==> config.mk <==
export PLATFORM = sky130hd
export DESIGN_NAME = prog_loader
export DESIGN_NICKNAME = d
export VERILOG_FILES = /design/src/rtl/prog_loader.sv
export SDC_FILE = /design/constraint.sdc
export NUM_CORES = 1
export LEC_CHECK = 0
export ABC_AREA = 1
export ABC_CLOCK_PERIOD_IN_PS = 3600
export CELL_PAD_IN_SITES_DETAIL_PLACEMENT = 0
export CELL_PAD_IN_SITES_GLOBAL_PLACEMENT = 1
export CORE_MARGIN = 5
export CORE_UTILIZATION = 30
export DETAILED_ROUTE_END_ITERATION = 12
export GPL_TIMING_DRIVEN = 0
export PLACE_DENSITY_LB_ADDON = 0.1
export SLEW_MARGIN = 20
export SYNTH_ARGS = -nofsm -noshare
export SYNTH_HDL_FRONTEND = slang
export SYNTH_SLANG_ARGS = --single-unit
export TNS_END_PERCENT = 50
==> constraint.sdc <==
create_clock -name CLK -period 3.6 [get_ports CLK]
set_clock_uncertainty 0.15 [all_clocks]
set_input_delay 0.9 -clock CLK [delete_from_list [all_inputs] [get_ports CLK]]
set_output_delay 0.9 -clock CLK [all_outputs]
set_load 0.01 [all_outputs]
==> src/rtl/prog_loader.sv <==
// Boot loader: parses a length-prefixed little-endian byte stream into 32-bit
// instruction-memory writes, verifies an XOR checksum, then releases the core.
module prog_loader #(
    parameter int          MAX_WORDS = 64,
    parameter logic [31:0] BASE_ADDR = 32'h0000_0000
) (
    input  logic        CLK,
    input  logic        RST,
    input  logic        in_valid,
    input  logic [7:0]  in_data,
    output logic        in_ready,
    output logic        imem_we,
    output logic [31:0] imem_addr,
    output logic [31:0] imem_wdata,
    output logic [15:0] words_loaded,
    output logic        core_run,
    output logic        done,
    output logic        err
);

    typedef enum logic [2:0] {
        S_LEN_LO,
        S_LEN_HI,
        S_DATA,
        S_WRITE,
        S_CHK,
        S_DONE,
        S_ERR
    } state_t;

    localparam logic [15:0] MAX_N = 16'(MAX_WORDS);

    state_t      state;
    state_t      next_state;
    logic [7:0]  len_lo;
    logic [15:0] word_count;
    logic [1:0]  byte_idx;
    logic [23:0] word_buf;
    logic [7:0]  checksum;
    logic        xfer;
    logic [15:0] len_in;

    assign in_ready = (state == S_LEN_LO) || (state == S_LEN_HI) ||
                      (state == S_DATA)   || (state == S_CHK);
    assign xfer     = in_valid && in_ready;
    assign len_in   = {in_data, len_lo};
    assign imem_we  = (state == S_WRITE);
    assign done     = (state == S_DONE);
    assign err      = (state == S_ERR);
    assign core_run = done;

    always_ff @(posedge CLK) begin
        if (RST) begin
            state <= S_LEN_LO;
        end else begin
            state <= next_state;
        end
    end

    always_comb begin
        next_state = state;
        case (state)
            S_LEN_LO: begin
                if (xfer) next_state = S_LEN_HI;
            end
            S_LEN_HI: begin
                if (xfer) begin
                    if (len_in == 16'd0)     next_state = S_CHK;
                    else if (len_in > MAX_N) next_state = S_ERR;
                    else                     next_state = S_DATA;
                end
            end
            S_DATA: begin
                if (xfer && byte_idx == 2'd3) next_state = S_WRITE;
            end
            S_WRITE: begin
                if (16'(words_loaded + 16'd1) == word_count) next_state = S_CHK;
                else                                           next_state = S_DATA;
            end
            S_CHK: begin
                if (xfer) next_state = (in_data == checksum) ? S_DONE : S_ERR;
            end
            S_DONE:  next_state = S_DONE;
            S_ERR:   next_state = S_ERR;
            default: next_state = S_ERR;
        endcase
    end

    // Address and data are registered on the word's last byte so they are
    // already stable throughout the single WRITE cycle and hold afterwards.
    always_ff @(posedge CLK) begin
        if (RST) begin
            len_lo       <= 8'h00;
            word_count   <= 16'h0000;
            byte_idx     <= 2'd0;
            word_buf     <= 24'h000000;
            checksum     <= 8'h00;
            words_loaded <= 16'h0000;
            imem_addr    <= 32'h0000_0000;
            imem_wdata   <= 32'h0000_0000;
        end else begin
            case (state)
                S_LEN_LO: begin
                    if (xfer) len_lo <= in_data;
                end
                S_LEN_HI: begin
                    if (xfer) word_count <= len_in;
                end
                S_DATA: begin
                    if (xfer) begin
                        checksum <= checksum ^ in_data;
                        byte_idx <= byte_idx + 2'd1;
                        case (byte_idx)
                            2'd0: word_buf[7:0]   <= in_data;
                            2'd1: word_buf[15:8]  <= in_data;
                            2'd2: word_buf[23:16] <= in_data;
                            default: begin
                                imem_wdata <= {in_data, word_buf};
                                imem_addr  <= BASE_ADDR + {14'b0, words_loaded, 2'b00};
                            end
                        endcase
                    end
                end
                S_WRITE: begin
                    words_loaded <= words_loaded + 16'd1;
                end
                default: begin
                end
            endcase
        end
    end

endmodule

**After elaboration in Yosys (flattened, before gate mapping)**

Cells that the tools add are included.

- Register bits after elaboration: 125
- Input port bits: 11
- Output and inout port bits: 85

- Add/sub/neg operators: 2
- Order comparisons: 1
- Eq/ne operators: 15
- Mux-type cells: 9
- Bitwise operators: 2
- Reductions and logical operators: 17

Operators by type and width:

| operator | count |
|---|---|
| 2-to-1 mux 3 bit | 7 |
| case mux 3 bit (6 select lines) | 1 |
| adder 16 x 1 -> 16 bit, second input constant | 1 |
| equality test 16 bit | 1 |
| > comparator 16 x 7 -> 1 bit, second input constant | 1 |
| logical NOT 16 bit | 1 |
| AND reduction 3 bit | 4 |
| equality test 3 bit, second input constant | 3 |
| equality test 8 bit | 1 |
| bitwise XOR 8 bit | 1 |
| equality test 3 x 2 -> 1 bit, second input constant | 2 |
| inequality test 2 bit, second input constant | 3 |
| AND reduction 2 bit | 3 |
| equality test 2 bit, second input constant | 2 |
| AND reduction 4 bit | 1 |
| equality test 3 x 1 -> 1 bit, second input constant | 1 |
| logical NOT 3 bit | 1 |
| logical OR 1 bit | 3 |
| OR reduction 3 bit | 1 |
| adder 2 x 1 -> 2 bit, second input constant | 1 |
| equality test 2 x 1 -> 1 bit, second input constant | 1 |
| logical AND 1 bit | 2 |
| logical NOT 2 bit | 1 |
| 2-to-1 mux 2 bit | 1 |
| other kinds (2) | 2 |

**Logic depth before layout (Yosys ltp)**

- Depth in word-level cells: 8
- Gate-level depth with buffers: 16

**Least setup slack after synthesis**

Ideal clock, no wire load.

- Kind: register -> output
- From: register state[2]
- To: output port imem_we
- Data arrival time: 1150 ps
- Data required time: 2550 ps
- Setup slack: 1400 ps
- Cell stages (with the launch flop): 4
- Buffers on the path: 2
- Path through: dfxtp_1 > clkbuf_1 > nor2_1 > clkbuf_1

- Word-level cells in the longest chain between the ends: 1

Ends and longest elaborated chain:

| element | line | RTL |
|---|---|---|
| start: declaration | 33 | `state_t state;` |
| start signal: assignment | 56 | `state <= next_state;` |
| equality test 3 x 2 -> 1 bit | 47 | `assign imem_we = (state == S_WRITE);` |
| end: declaration | 12 | `output logic imem_we,` |

No other way between the ends.

**Worst setup path in the final report**

- From: register state[2]
- To: output port done

- Word-level cells in the longest chain between the ends: 1

Ends and longest elaborated chain:

| element | line | RTL |
|---|---|---|
| equality test 3 bit | 48 | `assign done = (state == S_DONE);` |
| end: declaration | 17 | `output logic done,` |

No other way between the ends.

==> results.cfg <==
[status]
status = complete, no violations

[power_and_ir_drop]
p_sw_share_pct = 25.64
pwr-share-clk_pct = 49.1
p_int_mw = 2.974
total_leakage_power_nw = 2.885
power.density_nw_per_um2 = 541.0
p_seq_share_pct = 38.3
comb_power_share_pct = 12.6
p_sw_mw = 1.025
ir_worst_vdd_mv = 0.3367

[worst_hold_path]
hold_path_class = register to register

[setup_path]
r2r_cells = 14
arrival_ps = 2110
r2r-end = state[1]
worst_setup_path_start_kind = register
cp-end-kind = output port
critPathMaxFanout = 9
startpoint = state[2]
required_ps = 2550
critPathKind = register to output port
r2r_slack_ps = 1110
r2r-start = words_loaded[1]
critPathCapture = done

[placement]
place_inst = 1103
portBuffers = 78
placed_cell_area_um2 = 6718
dp_hpwl_mm = 13.58
gp_congestion = 0.8286

[global_route]
overflow = 0
grt_pass1_wl_mm = 29.19
grt_usage_pct = 17.09
grt_start_max_net_pins = 17
grt_pass1_vias = 5360
antenna_found_initial = 0

[logic_synthesis]
synth_area_per_cell_um2 = 7.201
yosysTopAreaCell = dfxtp_1
syn-instance-count = 776
synth_most_common_cell = nand2_1
synth_cell_types = 30
yosysSeqAreaShare_pct = 44.78
synth_top_area_share_pct = 44.78
synthTopCellsByCount = nand2_1 (135), dfxtp_1 (125), a21oi_1 (114)
synth_area_leaders = dfxtp_1 (45%), a21oi_1 (10%), nand2_1 (9.1%), nand3_1 (7.8%), nor2_1 (5.7%)
ys_warn_count = 0
synth_edf_count = 0
ys_async_sr_fraction_pct = 0
ys.flop_type = dfxtp_1
synth-seq-cells = 125
synth_area_um2 = 5588

[floorplan]
core_area_um2 = 18520
start_util_pct = 30.18
die_h_um = 146.5
io-pin-count = 96
dieArea_um2 = 21450
rows = 50
fp.dieW_um = 146.5

[clock_tree]
clockBufferDepth = 2
clk_latency_ps = 420
path_clk_slew_ps = 50
cts_max_level = 4
clkSinkCount = 125
cts_tree = yes
cts_inserted_buffers = 17
clock_tree.root_cell = clkbuf_16
cts_setup_buffers = 0

[sta]
fin_hold_ws_ps = 310.7
fin_crit_ps = 3163
final-setup-viol-count = 0
slew-limit-headroom_pct = 49.40
rsz0062_at_grt = false
hold_violations = 0
fmax_mhz = 316.2
tightest_slew_ps = 759.0
final_max_slew_viol_count = 0
fin_crit_sh_pct = 87.86
finalSetupTns_ps = 0

[flow_run]
drv_cap = 0

[detailed_routing]
wl_mm = 17.97
vias_per_cell = 4.766
dr.pass1.iters = 5
drc = 0
drtIter0Drc = 313
routedLengthMet1_mm = 8.370
routed.top_layer = met4
via_count = 5400
wl_per_cell_um = 15.86
wl_met2_mm = 8.638
dr_wl_met3_um = 650
ant_nets = 0

[cells_and_area]
finalNetCount = 903
final_cell_area_um2 = 7392
syn_to_final_growth_pct = 32.29
multi_input_area_um2 = 2615
register_area_um2 = 2502
final_layout_size_suffix_gt1_share_pct = 7.675
fin_cells = 1133
diodes = 0
fin_util_pct = 39.92
n_fill_cell = 1931
[power by group through the flow]
stage | logic, mW | registers, mW | clock network [mW]
final | 0.504 | 1.53 | 1.96
after global routing | 0.576 | 1.54 | 2.07
after CTS | 0.511 | 1.53 | 2.00
after detailed placement | 0.507 | 1.56 | 0
after global placement | 0.502 | 1.56 | 0
after floorplan | 0.336 | 1.54 | 0
[layout make-up]
cell class / count / area share [%]
multi-input cells: 543 / 35.38
flip-flops and latches: 125 / 33.85
repair buffers: 78 / 10.56
clock buffers: 20 / 6.178
well taps: 234 / 3.961
plain buffers: 58 / 3.927
inverters: 64 / 3.250
clock inverters: 11 / 2.894
[flip-flops by register name, summed over array words and instances, names as in the netlist]
signal / cells
state: 3
word_buf: 24
imem_wdata: 32
checksum: 8
imem_addr: 16
len_lo: 8
words_loaded: 16
byte_idx: 2
word_count: 16
[stage by stage]
stage,power (mW),worst slack (ps)
2_1_floorplan,1.879,1400
3_3_place_gp,2.062,130.8
3_5_place_dp,2.068,89.97
4_1_cts,4.045,75.65
5_1_grt,4.190,272.2
6_report,3.999,437.0
[worst max-delay path: stages, from the launching register on]
cell and delay (ps):
dfxtp_1 300, clkbuf_1 340, inv_1 170, nor2_1 220, buf_4 140, clkdlybuf4s50_1 520
[worst min-delay path by stage]
stage,start,to,slack [ps],cells past startpoint
2_1_floorplan,word_count[1],word_count[1],290,2
3_3_place_gp,imem_addr[3],imem_addr[3],300,2
3_5_place_dp,imem_wdata[22],imem_wdata[22],300,2
4_1_cts,imem_wdata[4],imem_wdata[4],310,2
5_1_grt,imem_addr[12],imem_addr[12],330,2
6_report,imem_wdata[27],imem_wdata[27],310,2
[timing repair]
action | in CTS | in global routing
endpoints found under the setup margin | 1 | 1
pin swaps | 0 | 0
hold buffers | 0 | 0
cloned | 0 | 0
gates resized for setup | 2 | 0
[routing by layer]
layer	up-vias	track usage, %
met5	-	0
met3	21	3.942
met1	2511	21.58
met4	0	5.927
met2	123	28.71
li1	2745	-
[logic make-up after synthesis]
| kind of cell | Yosys count | share of synthesized area [%] |
|---|---|---|
| simple gates | 336 | 26.27 |
| compound gates | 172 | 15.76 |
| flops | 125 | 44.78 |
| buf+inv | 123 | 9.561 |
| xor+xnor | 14 | 2.441 |
| fa+ha+maj | 5 | 1.120 |
| other cells | 1 | 0.06711 |
[cell usage in the layout (no fill, tap or decap)]
| cell | instances |
|---|---|
| nand3b_1 | 2 |
| bufinv_16 | 6 |
| a31oi_1 | 1 |
| xnor2_1 | 6 |
| buf_2 | 6 |
| and2_1 | 1 |
| clkinv_4 | 1 |
| inv_2 | 1 |
| clkbuf_2 | 1 |
| a21oi_1 | 114 |
| clkinv_2 | 2 |
| clkinvlp_4 | 2 |
| buf_4 | 17 |
| clkdlybuf4s50_1 | 78 |
| nand2_1 | 135 |
| dfxtp_1 | 125 |
| nor3_1 | 2 |
| conb_1 | 16 |
| nand2_2 | 3 |
| o21bai_1 | 1 |
| o21ai_0 | 50 |
| nor2_1 | 84 |
| nor2_4 | 6 |
| ha_1 | 5 |
| nor4_1 | 1 |
| o211ai_1 | 5 |
| clkbuf_8 | 2 |
| clkbuf_16 | 17 |
| nand3_1 | 87 |
| or2_2 | 2 |
| nor2_2 | 2 |
| clkbuf_1 | 35 |
| nand4_1 | 11 |
| inv_1 | 63 |
| a21oi_2 | 1 |
| xnor3_1 | 1 |
| xor2_1 | 7 |
(Power assumes the default switching activity.)
